==> config.mk <==
export PLATFORM = sky130hd
export DESIGN_NAME = bsg_activation_backward
export DESIGN_NICKNAME = d
export VERILOG_FILES = /design/src/rtl/bsg_activation_pkg.sv /design/src/rtl/bsg_activation_backward_counter.sv /design/src/rtl/bsg_activation_backward_mul.sv /design/src/rtl/bsg_activation_backward.sv
export SDC_FILE = /design/constraint.sdc
export NUM_CORES = 1
export LEC_CHECK = 0
export BUFFER_PORTS_ARGS = -buffer_cell sky130_fd_sc_hd__buf_4
export CORE_MARGIN = 2
export CORE_UTILIZATION = 48
export CTS_BUF_LIST = sky130_fd_sc_hd__clkbuf_2 sky130_fd_sc_hd__clkbuf_4 sky130_fd_sc_hd__clkbuf_8
export DETAILED_ROUTE_END_ITERATION = 16
export PLACE_DENSITY_LB_ADDON = 0.08
export SYNTH_ARGS = -nofsm -noshare
export SYNTH_HDL_FRONTEND = slang
export SYNTH_SLANG_ARGS = --single-unit
==> constraint.sdc <==
create_clock -name clk_i -period 7.5 [get_ports clk_i]
set_input_delay 0 -clock clk_i [delete_from_list [all_inputs] [get_ports clk_i]]
set_output_delay 0 -clock clk_i [all_outputs]
set_load 0.02 [all_outputs]
==> src/rtl/bsg_activation_pkg.sv <==
// Shared types for the activation datapath.
// FSM states and derivative-select encoding.
package bsg_activation_pkg;

    typedef enum {
        e_IDLE,
        e_SQ,
        e_DERIV,
        e_SCALE,
        e_DONE
    } bsg_act_bwd_state_e;

    typedef enum logic {
        e_sigmoid = 1'b0,
        e_tanh    = 1'b1
    } bsg_act_sel_e;

endpackage

==> src/rtl/bsg_activation_backward_counter.sv <==
// Up counter with synchronous clear.
// Clear wins over increment.
module bsg_counter_clear_up #(
    parameter int max_val_p = 11,
    parameter int width_p   = $clog2(max_val_p + 1)
) (
    input  logic               clk_i,
    input  logic               reset_n_i,
    input  logic               clear_i,
    input  logic               up_i,
    output logic [width_p-1:0] count_o
);

    logic [width_p-1:0] count_q, count_d;

    // next count: clear, step or hold
    always_comb begin
        count_d = count_q;
        if (clear_i) begin
            count_d = '0;
        end else if (up_i) begin
            count_d = count_q + width_p'(1);
        end
    end

    // count register
    always_ff @(posedge clk_i or negedge reset_n_i) begin
        if (!reset_n_i) begin
            count_q <= '0;
        end else begin
            count_q <= count_d;
        end
    end

    assign count_o = count_q;

endmodule

==> src/rtl/bsg_activation_backward_mul.sv <==
// Unsigned iterative shift-add multiplier.
// Bit 0 of b is consumed on the start edge; product held until next start.
module bsg_mul_iter_shift_add #(
    parameter int a_width_p = 16,
    parameter int b_width_p = 11
) (
    input  logic                           clk_i,
    input  logic                           reset_n_i,
    input  logic                           start_i,
    input  logic [a_width_p-1:0]           a_i,
    input  logic [b_width_p-1:0]           b_i,
    output logic                           busy_o,
    output logic                           done_o,
    output logic [a_width_p+b_width_p-1:0] prod_o
);

    localparam int pw_lp = a_width_p + b_width_p;
    localparam int cw_lp = $clog2(b_width_p + 1);

    logic [pw_lp-1:0]     acc_q, acc_d, a_q, a_d;
    logic [b_width_p-1:0] b_q, b_d;
    logic [cw_lp-1:0]     left_q, left_d;
    logic                 busy_q, busy_d, done_q, done_d;

    // one multiplier bit per cycle, LSB first
    always_comb begin
        acc_d  = acc_q;
        a_d    = a_q;
        b_d    = b_q;
        left_d = left_q;
        busy_d = busy_q;
        done_d = 1'b0;
        if (start_i) begin
            acc_d  = b_i[0] ? pw_lp'(a_i) : '0;
            a_d    = pw_lp'(a_i) << 1;
            b_d    = b_i >> 1;
            left_d = cw_lp'(b_width_p - 1);
            busy_d = 1'b1;
        end else if (busy_q) begin
            acc_d  = acc_q + (b_q[0] ? a_q : '0);
            a_d    = a_q << 1;
            b_d    = b_q >> 1;
            left_d = left_q - cw_lp'(1);
            if (left_q == cw_lp'(1)) begin
                busy_d = 1'b0;
                done_d = 1'b1;
            end
        end
    end

    // datapath and control registers
    always_ff @(posedge clk_i or negedge reset_n_i) begin
        if (!reset_n_i) begin
            acc_q  <= '0;
            a_q    <= '0;
            b_q    <= '0;
            left_q <= '0;
            busy_q <= 1'b0;
            done_q <= 1'b0;
        end else begin
            acc_q  <= acc_d;
            a_q    <= a_d;
            b_q    <= b_d;
            left_q <= left_d;
            busy_q <= busy_d;
            done_q <= done_d;
        end
    end

    assign busy_o = busy_q;
    assign done_o = done_q;
    assign prod_o = acc_q;

endmodule

==> src/rtl/bsg_activation_backward.sv <==
// Backward pass of tanh/sigmoid: grad_o = g * f'(y).
// Optional BSG_ACTIVATION_BWD_ZERO_BYPASS_EN skips work on zero operands.
module bsg_activation_backward
    import bsg_activation_pkg::*;
#(
    parameter int precision_p  = 10,
    parameter int grad_width_p = 16
) (
    input  logic                           clk_i,
    input  logic                           reset_n_i,
    input  logic signed [precision_p:0]    y_i,
    input  logic signed [grad_width_p-1:0] grad_i,
    input  logic                           tanh_sel_i,
    input  logic                           v_i,
    output logic                           ready_o,
    output logic signed [grad_width_p-1:0] grad_o,
    output logic                           v_o,
    input  logic                           ready_i
);

    localparam int yw_lp = precision_p + 1;
    localparam int pw_lp = grad_width_p + yw_lp;
    localparam int cw_lp = $clog2(yw_lp + 1);
    localparam logic [yw_lp-1:0] one_lp = {1'b1, {precision_p{1'b0}}};
    localparam logic [cw_lp-1:0] sq_last_lp = cw_lp'(yw_lp);
    localparam logic [cw_lp-1:0] scale_last_lp = cw_lp'(precision_p);

    bsg_act_bwd_state_e state_q, state_d;

    logic [yw_lp-1:0]        y_abs, y_clamp, ya_q, sq, d;
    logic [grad_width_p-1:0] g_q, g_abs, r, res, grad_q, grad_d;
    bsg_act_sel_e            sel_q;
    logic [pw_lp-1:0]        prod;
    logic [cw_lp-1:0]        cnt;
    logic                    accept, mul_start, mul_busy, mul_done;
    logic [grad_width_p-1:0] mul_a;
    logic [yw_lp-1:0]        mul_b;
    logic                    g_zero_skip, d_zero_skip;
    logic                    unused_prod;

    assign y_abs = y_i[precision_p] ? $unsigned(-y_i) : $unsigned(y_i);

    // clamp y into the derivative's valid domain before latching
    always_comb begin
        y_clamp = y_abs;
        if (tanh_sel_i) begin
            if (y_abs > one_lp) y_clamp = one_lp;
        end else if (y_i[precision_p]) begin
            y_clamp = '0;
        end else if (y_abs > one_lp) begin
            y_clamp = one_lp;
        end
    end

    assign g_abs = g_q[grad_width_p-1] ? $unsigned(-g_q) : $unsigned(g_q);
    assign sq    = prod[precision_p +: yw_lp];
    assign d     = (sel_q == e_tanh) ? one_lp - sq : ya_q - sq;
    assign r     = prod[precision_p +: grad_width_p];
    assign res   = g_q[grad_width_p-1] ? -r : r;
    assign unused_prod = ^{prod[pw_lp-1], prod[precision_p-1:0]};

`ifdef BSG_ACTIVATION_BWD_ZERO_BYPASS_EN
    assign g_zero_skip = (grad_i == '0);
    assign d_zero_skip = (d == '0);
`else
    assign g_zero_skip = 1'b0;
    assign d_zero_skip = 1'b0;
`endif

    // FSM state register
    always_ff @(posedge clk_i or negedge reset_n_i) begin
        if (!reset_n_i) begin
            state_q <= e_IDLE;
        end else begin
            state_q <= state_d;
        end
    end

    // FSM next state
    always_comb begin
        state_d = state_q;
        unique case (state_q)
            e_IDLE:  if (v_i) state_d = g_zero_skip ? e_DONE : e_SQ;
            e_SQ:    if (cnt == sq_last_lp && !mul_busy) state_d = e_DERIV;
            e_DERIV: state_d = d_zero_skip ? e_DONE : e_SCALE;
            e_SCALE: if (cnt == scale_last_lp && mul_done) state_d = e_DONE;
            e_DONE:  if (ready_i) state_d = e_IDLE;
            default: state_d = e_IDLE;
        endcase
    end

    // FSM outputs and control strobes
    always_comb begin
        ready_o   = (state_q == e_IDLE);
        v_o       = (state_q == e_DONE);
        accept    = ready_o & v_i;
        mul_start = (accept & ~g_zero_skip)
                  | ((state_q == e_DERIV) & ~d_zero_skip);
        mul_a     = (state_q == e_IDLE) ? grad_width_p'(y_clamp) : g_abs;
        mul_b     = (state_q == e_IDLE) ? y_clamp : d;
        grad_d    = (state_q == e_SCALE) ? res : '0;
    end

    // operand capture at accept, result capture on DONE entry
    always_ff @(posedge clk_i or negedge reset_n_i) begin
        if (!reset_n_i) begin
            ya_q   <= '0;
            g_q    <= '0;
            sel_q  <= e_sigmoid;
            grad_q <= '0;
        end else begin
            if (accept) begin
                ya_q  <= y_clamp;
                g_q   <= grad_i;
                sel_q <= bsg_act_sel_e'(tanh_sel_i);
            end
            if (state_d == e_DONE && state_q != e_DONE) begin
                grad_q <= grad_d;
            end
        end
    end

    assign grad_o = grad_q;

    bsg_counter_clear_up #(
        .max_val_p(yw_lp)
    ) u_cnt (
        .clk_i    (clk_i),
        .reset_n_i(reset_n_i),
        .clear_i  (accept | (state_q == e_DERIV)),
        .up_i     ((state_q == e_SQ) | (state_q == e_SCALE)),
        .count_o  (cnt)
    );

    bsg_mul_iter_shift_add #(
        .a_width_p(grad_width_p),
        .b_width_p(yw_lp)
    ) u_mul (
        .clk_i    (clk_i),
        .reset_n_i(reset_n_i),
        .start_i  (mul_start),
        .a_i      (mul_a),
        .b_i      (mul_b),
        .busy_o   (mul_busy),
        .done_o   (mul_done),
        .prod_o   (prod)
    );

endmodule
=== Word-level counts from Yosys, hierarchy flattened ===
Index checks and enable logic that the tools add are counted.

* Multiply operators: 0
* Add/sub/neg operators: 8
* Reduce and logical (&&, ||, !) cells: 8
* Shift-type cells: 0
* Equal/unequal tests: 13
* Multiplexer cells: 33
* Divide/modulo/power cells: 0
* Bitwise operators: 3
* Order comparisons: 1

{| class="wikitable"
|+ Operators with widths
! cell !! number
|-
| 32-bit case mux with 5 select lines || 1
|-
| 27-bit two-way mux || 5
|-
| 32-bit two-way mux || 4
|-
| 32-bit by 2-bit == test with 1-bit output (second input constant) || 3
|-
| 32-bit by 3-bit == test with 1-bit output (second input constant) || 3
|-
| 11-bit two-way mux || 8
|-
| 16-bit two-way mux || 5
|-
| 32-bit by 4-bit == test with 1-bit output (second input constant) || 2
|-
| 32-bit logical NOT || 2
|-
| 32-bit by 1-bit == test with 1-bit output (second input constant) || 1
|-
| 32-bit by 4-bit inequality test with 1-bit output (second input constant) || 1
|-
| 16-bit negation || 2
|-
| 27-bit adder || 1
|-
| 4-bit two-way mux || 4
|-
| 11-bit > comparator (second input constant) || 1
|-
| 11-bit negation || 1
|-
| 11-bit subtractor || 1
|-
| 11-bit subtractor (first input constant) || 1
|-
| 4-bit == test (second input constant) || 2
|-
| 1-bit two-way mux || 6
|-
| 4-bit by 1-bit adder with 4-bit output (second input constant) || 1
|-
| 4-bit by 1-bit == test with 1-bit output (second input constant) || 1
|-
| 2-bit nonzero test || 2
|-
| 4-bit by 1-bit subtractor with 4-bit output (second input constant) || 1
|-
| 4 further kinds || 7
|}

* Bits of input ports: 32
* Output and inout port bits: 18
* Memory bits (writable): 0
* Word-level logic and storage cells: 78
* Register bits: 151
* Latch bits: 0
* Memory bits (read-only): 0
* Memories: 0

=== Logic depth before layout (Yosys ltp) ===
Gate-level depths: netlist of the first run.

* Word-level depth: 9
* Mapped depth: 14
* Gate-level depth less buffers: 13

=== Hierarchy ===
Synthesis of the first run repeated with hierarchy kept, for this count alone.

* Cells, all modules: 1040
* Area, all modules: 9232.6 µm²

{| class="wikitable"
|+ Modules (own cells, without submodules)
! module !! sequential area each (µm²) !! area each (µm²) !! times used !! cells each
|-
| bsg_activation_backward || 1901.8 || 4530.6 || 1 || 531
|-
| bsg_mul_iter_shift_add || 1726.7 || 4509.3 || 1 || 493
|-
| bsg_counter_clear_up || 100.1 || 192.7 || 1 || 16
|}

=== Worst setup path before layout of the first run ===
Ideal clock, no wire load.

* Path type: reg2reg
* Start point: register u_mul.b_q[0]
* End point: register u_mul.acc_q[13] (netlist: u_mul.prod_o[13])
* Setup time: 0.120 ns
* Cell stages (with the launch flop): 13
* Buffers on the path: 0
* Arrival: 2.641 ns
* Period minus slack after synthesis: 2.761 ns
* Data required time: 7.380 ns
* Slack: 4.739 ns
* Cells stage by stage: dfrtp_1 and2_1 ha_1 fa_1 a211oi_1 o21bai_1 a21oi_1 nor2_1 a211oi_1 nor2b_1 o21ai_0 nand3_1 a31o_2

* Cells in the longest elaborated chain, start to end: 4

{| class="wikitable"
|+ RTL lines
! item !! line !! source
|-
| start: declaration || bsg_activation_backward_mul.sv:21 || <nowiki>logic [b_width_p-1:0] b_q, b_d;</nowiki>
|-
| start signal: assignment || bsg_activation_backward_mul.sv:56 || <nowiki>b_q <= '0;</nowiki>
|-
| start signal: assignment || bsg_activation_backward_mul.sv:63 || <nowiki>b_q <= b_d;</nowiki>
|-
| 27-bit two-way mux || bsg_activation_backward_mul.sv:40 || <nowiki>acc_d = acc_q + (b_q[0] ? a_q : '0);</nowiki>
|-
| 27-bit adder || bsg_activation_backward_mul.sv:40 ||
|-
| 27-bit two-way mux || bsg_activation_backward_mul.sv:39 || <nowiki>end else if (busy_q) begin</nowiki>
|-
| 27-bit two-way mux || bsg_activation_backward_mul.sv:33 || <nowiki>if (start_i) begin</nowiki>
|-
| end signal: assignment || bsg_activation_backward_mul.sv:54 || <nowiki>acc_q <= '0;</nowiki>
|-
| end signal: assignment || bsg_activation_backward_mul.sv:61 || <nowiki>acc_q <= acc_d;</nowiki>
|-
| end: declaration || bsg_activation_backward_mul.sv:20 || <nowiki>logic [pw_lp-1:0] acc_q, acc_d, a_q, a_d;</nowiki>
|}

No other way between the ends. The select of a mux whose other input is x is not followed.
A chain may end at the register's enable or synchronous reset.

=== Worst setup path in the final report of the first run ===
* Start point: register state_q[5]
* End point: register u_mul.acc_q[1] (netlist: u_mul.prod_o[1])

* Cells in the longest elaborated chain, start to end: 4
* Elaborated cells between the ends (all ways): 9
* Classes of those cells: eq/ne: 1; mux: 4; bitwise: 2; reduce/logical: 2

{| class="wikitable"
|+ RTL lines
! item !! line !! source
|-
| start: declaration || bsg_activation_backward.sv:28 || <nowiki>bsg_act_bwd_state_e state_q, state_d;</nowiki>
|-
| start signal: assignment || bsg_activation_backward.sv:73 || <nowiki>state_q <= e_IDLE;</nowiki>
|-
| start signal: assignment || bsg_activation_backward.sv:75 || <nowiki>state_q <= state_d;</nowiki>
|-
| 32-bit logical NOT || bsg_activation_backward.sv:94, bsg_activation_backward.sv:99, bsg_activation_backward.sv:100 ||
|-
| 16-bit two-way mux, or another cell as far along || bsg_activation_backward.sv:99 || <nowiki>mul_a = (state_q == e_IDLE) ? grad_width_p'(y_clamp) : g_abs;</nowiki>
|-
| 16-bit two-way mux or 1-bit OR (tied branches) || bsg_activation_backward_mul.sv:34, bsg_activation_backward.sv:98 ||
|-
| 27-bit two-way mux or 2-bit nonzero test (tied branches) || n/a ||
|}

Several ways; a longest one is shown, not always the timed one.

==> results_dict.tcl, run 1 <==
set metrics [dict create \
    area_growth_pct 14.81 \
    synth_area_um2 8593 \
    start_util 0.4934 \
    hpwl_um 14700 \
    hold_path_class "in2reg" \
    drv_cap 0 \
    diodes 0 \
    wl_um 20440 \
    post-cts-setup-buffer-count 0 \
    max-slew-margin-rel 0.3338 \
    finish.utilization 0.5665 \
    gr-usage-all-layers 0.2270 \
    crit_fanout 34 \
    tightest_slew_ps 999.2 \
    finalPower_mw 1.515 \
    ys_ff_latch 146 \
    syn-instance-count 895 \
    most-common-layout-cells "dfrtp_1, o21ai_0, nand2_1, nor2_1, buf_4" \
    rsz0062_at_grt "no" \
    critPathSlowestCell "nand3b_1" \
    min_from "y_i[7]" \
    worst-r2r-setup-slack_ps 3770 \
    crit_path_start_kind "flop" \
    path_delay_family "simple AND/OR/NAND/NOR gates" \
    cts_buffers 17 \
    critPathLaunch "state_q[5]$_DFF_PN0_" \
    num_rows 48 \
    cts.sinks 146 \
    via_per_inst 5.628 \
    setup_viol 0 \
    gp_congestion 0.8628 \
    pin_count 50 \
    fill_cells 1528 \
    finalCriticalPeriod_ps 3733 \
    async_reset_ff_frac 1.000 \
    cts_hold_buf 22 \
    p_per_area_nw_per_um2 153.6 \
    crit_chain "nor4_1 -> nand4_1 -> nor2_1 -> nand3b_1 -> clkinv_1 -> nand2_1 -> buf_4 -> a21oi_1 -> a21oi_1 -> o22ai_1" \
    grt_pass1_vias 6617 \
    r2r-start "state_q[5]$_DFF_PN0_" \
    leakage_nw 4.456 \
    htreeDepth 4 \
    hold_end "ya_q[7]$_DFFE_PN0P_" \
    grt_overflow 0 \
    clock_latency_ps 470 \
    slew_violations 0 \
    grt_max_degree 77 \
    cts_resized 0 \
    avgSynthCellArea_um2 9.601 \
    dieHeight_um 137.8 \
    fin_nets 1051 \
    cts.reportedPaths.clkPinSlew_ps 90 \
    synthDistinctLibCells 63 \
    antenna_found_initial 0 \
    routed-via-count 6827 \
    drtIter0Drc 352 \
    fmax_mhz 267.9 \
    drive_gt1_frac 0.1245 \
    status "completed" \
    max_stage_delay_ps 650 \
    ir_drop_mv 0.1114 \
    drt.antenna.violating_nets 0 \
    synth-edff-count 0 \
    chipWidth_um 137.8 \
    hold_path_depth 4 \
    setup-tns-final_ps 0 \
    reg2reg_to "u_mul.prod_o[1]$_DFFE_PN0P_" \
    skew_ps 14.19 \
    crit_top_cell "a21oi_1" \
    drc 0 \
    critPathBufInv 2 \
    cts_root_buffer "clkbuf_8" \
    layout_worst_path_cycle_share 0.4978 \
    grt_first_pass_wirelength_um 33390 \
    cts_tree "built" \
    ys_warn_count 0 \
    reg2reg_depth 10 \
    critical_path_class "reg2reg" \
    core-area_um2 17420 \
    die-area_um2 18990 \
    io_buffers 49 \
    crit_required_ps 7880 \
    hold_viol_final 0 \
    clk_path_buf_depth 2 \
    worstPathArrival_ps 4110 \
    synthFlopType "dfrtp_1" \
    first_pass_iters 5 \
    final_common_cell "dfrtp_1" \
    wire_per_inst_um 16.85 \
    ys_seq_area_frac 0.4252 \
    cp-end-kind "flop" \
]
## routing by layer
metal,share of wire,up-vias,global-route usage
met5,0,-,0
met4,0.019,0,0.06066
met3,0.031,26,0.04084
met2,0.49,139,0.3939
met1,0.46,3325,0.2924
li1,-,3337,-
## synthesized netlist by cell type (all sizes together), types with 18 or more instances
cell type,instances,area (um^2)
and2,25,156.4
xor2,23,201.4
o21ai,77,385.4
nor2,67,251.5
clkbuf,38,142.6
dfrtp,146,3654
ha,42,525.5
mux2,26,292.8
xnor2,39,341.6
a211oi,18,135.1
inv,26,97.59
mux2i,43,430.4
a21oi,48,240.2
nand2,71,266.5
nor2b,22,140.1
## worst max path at each step
stage,endpoint,slack (ps),cells past startpoint
final,u_mul.prod_o[1]$_DFFE_PN0P_,3770,10
after floorplan,u_mul.prod_o[13]$_DFFE_PN0P_,4740,12
after global routing,u_mul.prod_o[1]$_DFFE_PN0P_,3440,10
after global placement,u_mul.prod_o[1]$_DFFE_PN0P_,3870,10
after detailed placement,u_mul.prod_o[1]$_DFFE_PN0P_,3830,10
after CTS,u_mul.prod_o[1]$_DFFE_PN0P_,3780,10
## stage by stage
stage                     hold slack, ps  setup WS (ps)  cell area (um^2)  cells
after floorplan                   -295.6           4739              8698    923
after global placement             33.67           3867              9230   1159
after detailed placement           41.04           3832              9230   1159
after CTS                          27.60           3783              9866   1213
after global routing               49.89           3440              9866   1213
final                              36.71           3767              9866   1213
## cells by family after synthesis
kind of cell,after synthesis,share of synthesized area
flip-flops,146,0.4252
AND/OR/NAND/NOR,265,0.1542
XOR/XNOR,62,0.06319
adder cells (fa/ha/maj),44,0.06581
multiplexers,69,0.08416
other,1,0.0004364
AO/OA/AOI/OAI,236,0.1753
buffers and inverters,72,0.03174
## state kept, by name, summed over array words and instances (netlist names), 4 cells and up
register       cells
g_q               16
grad_o            16
state_q           32
u_cnt.count_o      4
u_mul.a_q         25
u_mul.b_q         10
u_mul.left_q       4
u_mul.prod_o      25
ya_q              11
## where the power goes
part	total (mW)	internal (mW)	switching (mW)
Combinational	0.0668	0.0268	0.0400
Sequential	0.796	0.794	0.00221
Clock	0.652	0.316	0.335
Total	1.52	1.14	0.378
## worst min-delay path, cell delays in order
cell and delay (ps):
buf_4 120, xor2_1 110, nor2_1 100, mux2_2 140
## layout make-up
cell class | count | area [um^2] | area share
sequential | 146 | 3655 | 0.3705
inverter | 28 | 105.1 | 0.01065
timing repair buffer | 77 | 636.9 | 0.06455
tap | 225 | 281.5 | 0.02854
clock buffer | 18 | 247.7 | 0.02511
clock inverter | 14 | 167.7 | 0.01699
multi-input combinational | 705 | 4772 | 0.4837
Note: power is estimated with default switching activity, not from simulation.
==> run 2, diff against run 1 <==
- clock period: 7.5 -> 3.4 ns (I/O delays scaled with it)
==> run 2 against run 1 <==
Count of clock-buffer cells in the layout is 1 lower. Global-route usage up 0.10 points. Combinational power up 120%. Clock skew rose by 6.0 ps. Sequential cell count stayed put. Final area rose by 1.4%. Sequential power grew 120%. First-iteration DRC count down 0.57%. Largest cell class unchanged.
==> results_dict.tcl, run 2 (synthesis results as in run 1) <==
set metrics [dict create \
    via_per_inst 5.544 \
    num_rows 48 \
    most-common-layout-cells "dfrtp_1, o21ai_0, nand2_1, nor2_1, buf_4" \
    routed-via-count 6780 \
    htreeDepth 4 \
    cp-end-kind "flop" \
    largest_register_ffs 32 \
    power.switching_mw 0.8618 \
    gp_congestion 0.8643 \
    p_per_area_nw_per_um2 343.6 \
    cts_root_buffer "clkbuf_8" \
    drc 0 \
    ir_drop_mv 0.2503 \
    leakage_nw 4.525 \
    chipWidth_um 137.8 \
    diodes 0 \
    dieHeight_um 137.8 \
    pin_count 50 \
    wl_um 20300 \
    wire_per_inst_um 16.59 \
    tightest_slew_ps 976.6 \
    layout_worst_path_cycle_share 0.9340 \
    core-area_um2 17420 \
    drtIter0Drc 350 \
    hold_viol_final 0 \
    min_from "y_i[0]" \
    drive_gt1_frac 0.1353 \
    max_stage_delay_ps 640 \
    grt_overflow 0 \
    crit_required_ps 3810 \
    setup_viol 0 \
    final_common_cell "dfrtp_1" \
    critPathBufInv 2 \
    clockPowerShare 0.445 \
    hold_path_class "in2reg" \
    antenna_found_initial 0 \
    slew_violations 0 \
    crit_top_cell "o31a_1" \
    crit_fanout 9 \
    fmax_mhz 314.9 \
    start_util 0.4934 \
    max-slew-margin-rel 0.3489 \
    seqPwrFrac 0.511 \
    critPathSlowestCell "or4_1" \
    drt.antenna.violating_nets 0 \
    cts.sinks 146 \
    drv_cap 0 \
    clock_latency_ps 470 \
    critical_path_class "in2reg" \
    finalCriticalPeriod_ps 3176 \
    setup-tns-final_ps 0 \
    crit_path_start_kind "primary input" \
    post_dp_cell_area_um2 9330 \
    skew_ps 20.22 \
    swShare 0.2508 \
    die-area_um2 18990 \
    final_cell_area_um2 10000 \
    r2r-start "u_mul.b_q[0]$_DFFE_PN0P_" \
    io_buffers 49 \
    first_pass_iters 5 \
    pwr-share-comb 0.043 \
    post-cts-setup-buffer-count 0 \
    grt_max_degree 84 \
    cts.reportedPaths.clkPinSlew_ps 100 \
    path_delay_family "compound AO/OA/AOI/OAI gates" \
    hpwl_um 14880 \
    cts_buffers 17 \
    cts_tree "built" \
    area_growth_pct 16.37 \
    crit_chain "dlygate4sd3_1 -> buf_4 -> or4_1 -> o41ai_1 -> a211oi_1 -> a2111oi_4 -> nor2b_2 -> o31a_1 -> nand3b_4 -> o21ai_1 -> o31a_1" \
    grt_first_pass_wirelength_um 33470 \
    clk_path_buf_depth 2 \
    rsz0062_at_grt "no" \
    p_int_mw 2.574 \
    status "completed" \
    critPathLaunch "y_i[3]" \
    gr-usage-all-layers 0.2280 \
    top_register "state_q" \
    grt_pass1_vias 6668 \
    fin_nets 1061 \
    worstPathArrival_ps 3580 \
]
-- run 2: cell count changes in the layout (fill, tap and decap cells not counted), sizes merged --
cell / before / now
bufinv: 2 / 3
inv: 34 / 37
buf: 55 / 65
clkinv: 5 / 2
clkbuf: 18 / 17
-- run 2: timing repair --
item                       4_1_cts  5_1_grt
hold endpoints to repair        84        0
setup endpoints to repair        0        4
gates resized for setup          0        2
hold buffers                    22        0
-- run 2: metrics by stage --
| stage | power (mW) | hold WS, ps | std cells | utilization | worst slack (ps) |
|---|---|---|---|---|---|
| final | 3.436 | 41.35 | 1223 | 0.5741 | 224.3 |
| after global routing | 3.562 | 38.73 | 1223 | 0.5741 | 47.17 |
| after CTS | 3.465 | 8.824 | 1223 | 0.5735 | 277.9 |
| after detailed placement | 1.923 | 35.46 | 1169 | 0.5357 | 307.3 |
| after global placement | 1.918 | 26.71 | 1169 | 0.5357 | 359.5 |
| after floorplan | 1.836 | -295.6 | 923 | - | 638.8 |
-- run 2: final timing paths --
path / to / slack (ps) / depth (start not counted)
min reg2reg: ya_q[3]$_DFFE_PN0P_ / 490 / 2
max: u_mul.prod_o[2]$_DFFE_PN0P_ / 220 / 11
max reg2reg: u_mul.prod_o[18]$_DFFE_PN0P_ / 370 / 12
max in group asynchronous: u_mul.prod_o[3]$_DFFE_PN0P_ / 2440 / 3
min: ya_q[0]$_DFFE_PN0P_ / 40 / 4
min in group asynchronous: state_q[14]$_DFF_PN0_ / 60 / 2
-- run 2: layout make-up --
cell class / count / area, um^2
Fill cell: 1596 / 7417
Multi-Input combinational cell: 705 / 4783
Sequential cell: 146 / 3655
Timing Repair Buffer: 87 / 737.0
Tap cell: 225 / 281.5
Clock buffer: 17 / 234.0
Clock inverter: 15 / 203.9
Inverter: 28 / 105.1
-- run 2: worst reg2reg max path, cell delays in order (launching register included) --
cell      delay, ps
dfrtp_1         430
buf_4           210
and2_1          150
ha_1            370
and3_1          210
nand3_1         110
or3_1           420
a31oi_2         280
a21oi_1         190
nor2b_1         140
o21ai_0         110
mux2i_1         150
o311ai_0        140
-- run 2: power groups by stage --
stage	clock [mW]	combinational, mW	sequential (mW)
2_1_floorplan	0	0.0449	1.79
3_5_place_dp	0	0.131	1.79
5_1_grt	1.63	0.168	1.76
6_report	1.53	0.149	1.76
4_1_cts	1.56	0.151	1.76
3_3_place_gp	0	0.127	1.79
-- run 2: layer usage --
metal | up-vias | track usage | wire (um)
met1 | 3286 | 0.2901 | 9354
met3 | 23 | 0.04194 | 664
met2 | 114 | 0.4002 | 9979
met4 | 0 | 0.05896 | 296
li1 | 3357 | - | -
met5 | - | 0 | 0
==> run 3, diff against run 2 <==
- REMOVE_ABC_BUFFERS: not set -> 1
==> run 3 against run 2 <==
Clock skew down 7.1 ps. Sequential power is essentially flat. Routed wire length rose by 1.6%. Clock power barely moved. Critical path depth is the same. Die area did not move. Non-clock buffer count increased by 7. Utilization is 0.22 points higher. Worst hold slack improved by 9.6 ps. Final area increased by 0.38%. Power hardly changed. Sequential share of layout area is 0.14 points lower.
==> results_dict.tcl, run 3 (synthesis results as in run 1) <==
set metrics [dict create \
    htreeDepth 4 \
    grt_overflow 0 \
    largest_register_ffs 32 \
    final_common_cell "dfrtp_1" \
    diodes 0 \
    cts_tree "built" \
    routed-via-count 6870 \
    drc 0 \
    cts_root_buffer "clkbuf_8" \
    critical_path_class "in2reg" \
    first_pass_iters 5 \
    skew_ps 13.09 \
    die-area_um2 18990 \
    drt.antenna.violating_nets 0 \
    crit_top_cell "o31a_1" \
    status "completed" \
    wl_um 20630 \
    clock_latency_ps 460 \
    via_per_inst 5.585 \
    tightest_slew_ps 1040 \
    p_per_area_nw_per_um2 342.1 \
    fin_nets 1068 \
    crit_chain "dlygate4sd3_1 -> buf_4 -> or4_1 -> o41ai_1 -> a211oi_1 -> a2111oi_4 -> nor2b_2 -> o31a_1 -> nand3b_4 -> o21ai_1 -> o31a_1" \
    wl_met3_um 597 \
    drtIter0Drc 352 \
    setup_viol 0 \
    finalCriticalPeriod_ps 3147 \
    antenna_found_initial 0 \
    fmax_mhz 317.7 \
    slew_violations 0 \
    wire_per_inst_um 16.77 \
    num_rows 48 \
    core-area_um2 17420 \
    gr-usage-all-layers 0.2340 \
    finalPower_mw 3.434 \
    leakage_nw 4.559 \
    most-common-layout-cells "dfrtp_1, o21ai_0, nand2_1, buf_4, nor2_1" \
    grt_first_pass_wirelength_um 34250 \
    dieHeight_um 137.8 \
    pin_count 50 \
    cts_buffers 17 \
    drt-met1-wl_um 9564 \
    setup-tns-final_ps 0 \
    ir_drop_mv 0.2356 \
    start_util 0.4934 \
    crit_required_ps 3800 \
    crit_fanout 9 \
    top_register "state_q" \
    worstPathArrival_ps 3550 \
    chipWidth_um 137.8 \
    layout_worst_path_cycle_share 0.9257 \
    clk_path_buf_depth 2 \
    gp_congestion 0.8762 \
    cts.reportedPaths.clkPinSlew_ps 90 \
    drive_gt1_frac 0.1413 \
    grt_max_degree 116 \
    hpwl_um 15190 \
    highest_layer "met4" \
    cts.sinks 146 \
    max_stage_delay_ps 650 \
    critPathSlowestCell "or4_1" \
    rsz0062_at_grt "no" \
    area_growth_pct 16.80 \
    grt_pass1_vias 6843 \
    hold_viol_final 0 \
    crit_path_start_kind "primary input" \
    hold_path_class "in2reg" \
    wl_met2_um 10000 \
    drv_cap 0 \
    fill_cells 1536 \
    max-slew-margin-rel 0.3068 \
    cp-end-kind "flop" \
    io_buffers 49 \
]
-- run 3: worst max-delay path, delay by kind of cell --
family	cells	cell delay, ps
AND/OR/NAND/NOR	3	1030
AO/OA/AOI/OAI	6	1810
buffers and inverters	2	690
-- run 3: cell type report --
type	instances	area, um^2	area share
Multi-Input combinational cell	705	4787	0.4769
Sequential cell	146	3655	0.3641
Timing Repair Buffer	94	767.0	0.07642
Tap cell	225	281.5	0.02805
Clock buffer	17	234.0	0.02331
Clock inverter	15	207.7	0.02069
Inverter	28	105.1	0.01047
-- run 3: report_power, final --
group / internal (mW) / switching [mW]
combinational: 0.0607 / 0.0924
clock: 0.764 / 0.760
sequential: 1.75 / 0.00464
total: 2.58 / 0.857
-- run 3: final timing paths --
kind | from | endpoint | slack [ps] | depth (start not counted)
max | y_i[3] | u_mul.prod_o[2]$_DFFE_PN0P_ | 250 | 11
min | y_i[9] | ya_q[10]$_DFFE_PN0P_ | 50 | 4
max reg2reg | u_mul.b_q[0]$_DFFE_PN0P_ | u_mul.prod_o[18]$_DFFE_PN0P_ | 330 | 12
min reg2reg | grad_o[5]$_DFFE_PN0P_ | grad_o[5]$_DFFE_PN0P_ | 480 | 2
max in group asynchronous | reset_n_i | u_mul.prod_o[12]$_DFFE_PN0P_ | 2260 | 3
min in group asynchronous | reset_n_i | state_q[5]$_DFF_PN0_ | 260 | 2
-- run 3: what timing repair did --
item	4_1_cts	5_1_grt
setup buffers	0	0
endpoints found under the hold margin	136	0
gates resized for setup	0	3
endpoints found under the setup margin	0	6
hold buffers	23	0
-- run 3: stage by stage --
stage / util / cells / instance area, um^2 / worst slack, ps / hold WS, ps
2_1_floorplan: - / 879 / 8531 / -663.7 / -295.6
3_3_place_gp: 0.5369 / 1175 / 9350 / 310.5 / 212.1
3_5_place_dp: 0.5369 / 1175 / 9350 / 268.0 / 236.0
4_1_cts: 0.5754 / 1230 / 10020 / 220.1 / 27.10
5_1_grt: 0.5763 / 1230 / 10040 / 27.28 / 60.75
6_report: 0.5763 / 1230 / 10040 / 252.8 / 50.98
-- run 3: routing by layer --
layer | global-route usage | up-vias
li1 | - | 3385
met1 | 0.3047 | 3338
met2 | 0.3886 | 116
met3 | 0.04341 | 31
met4 | 0.08730 | 0
met5 | 0 | -
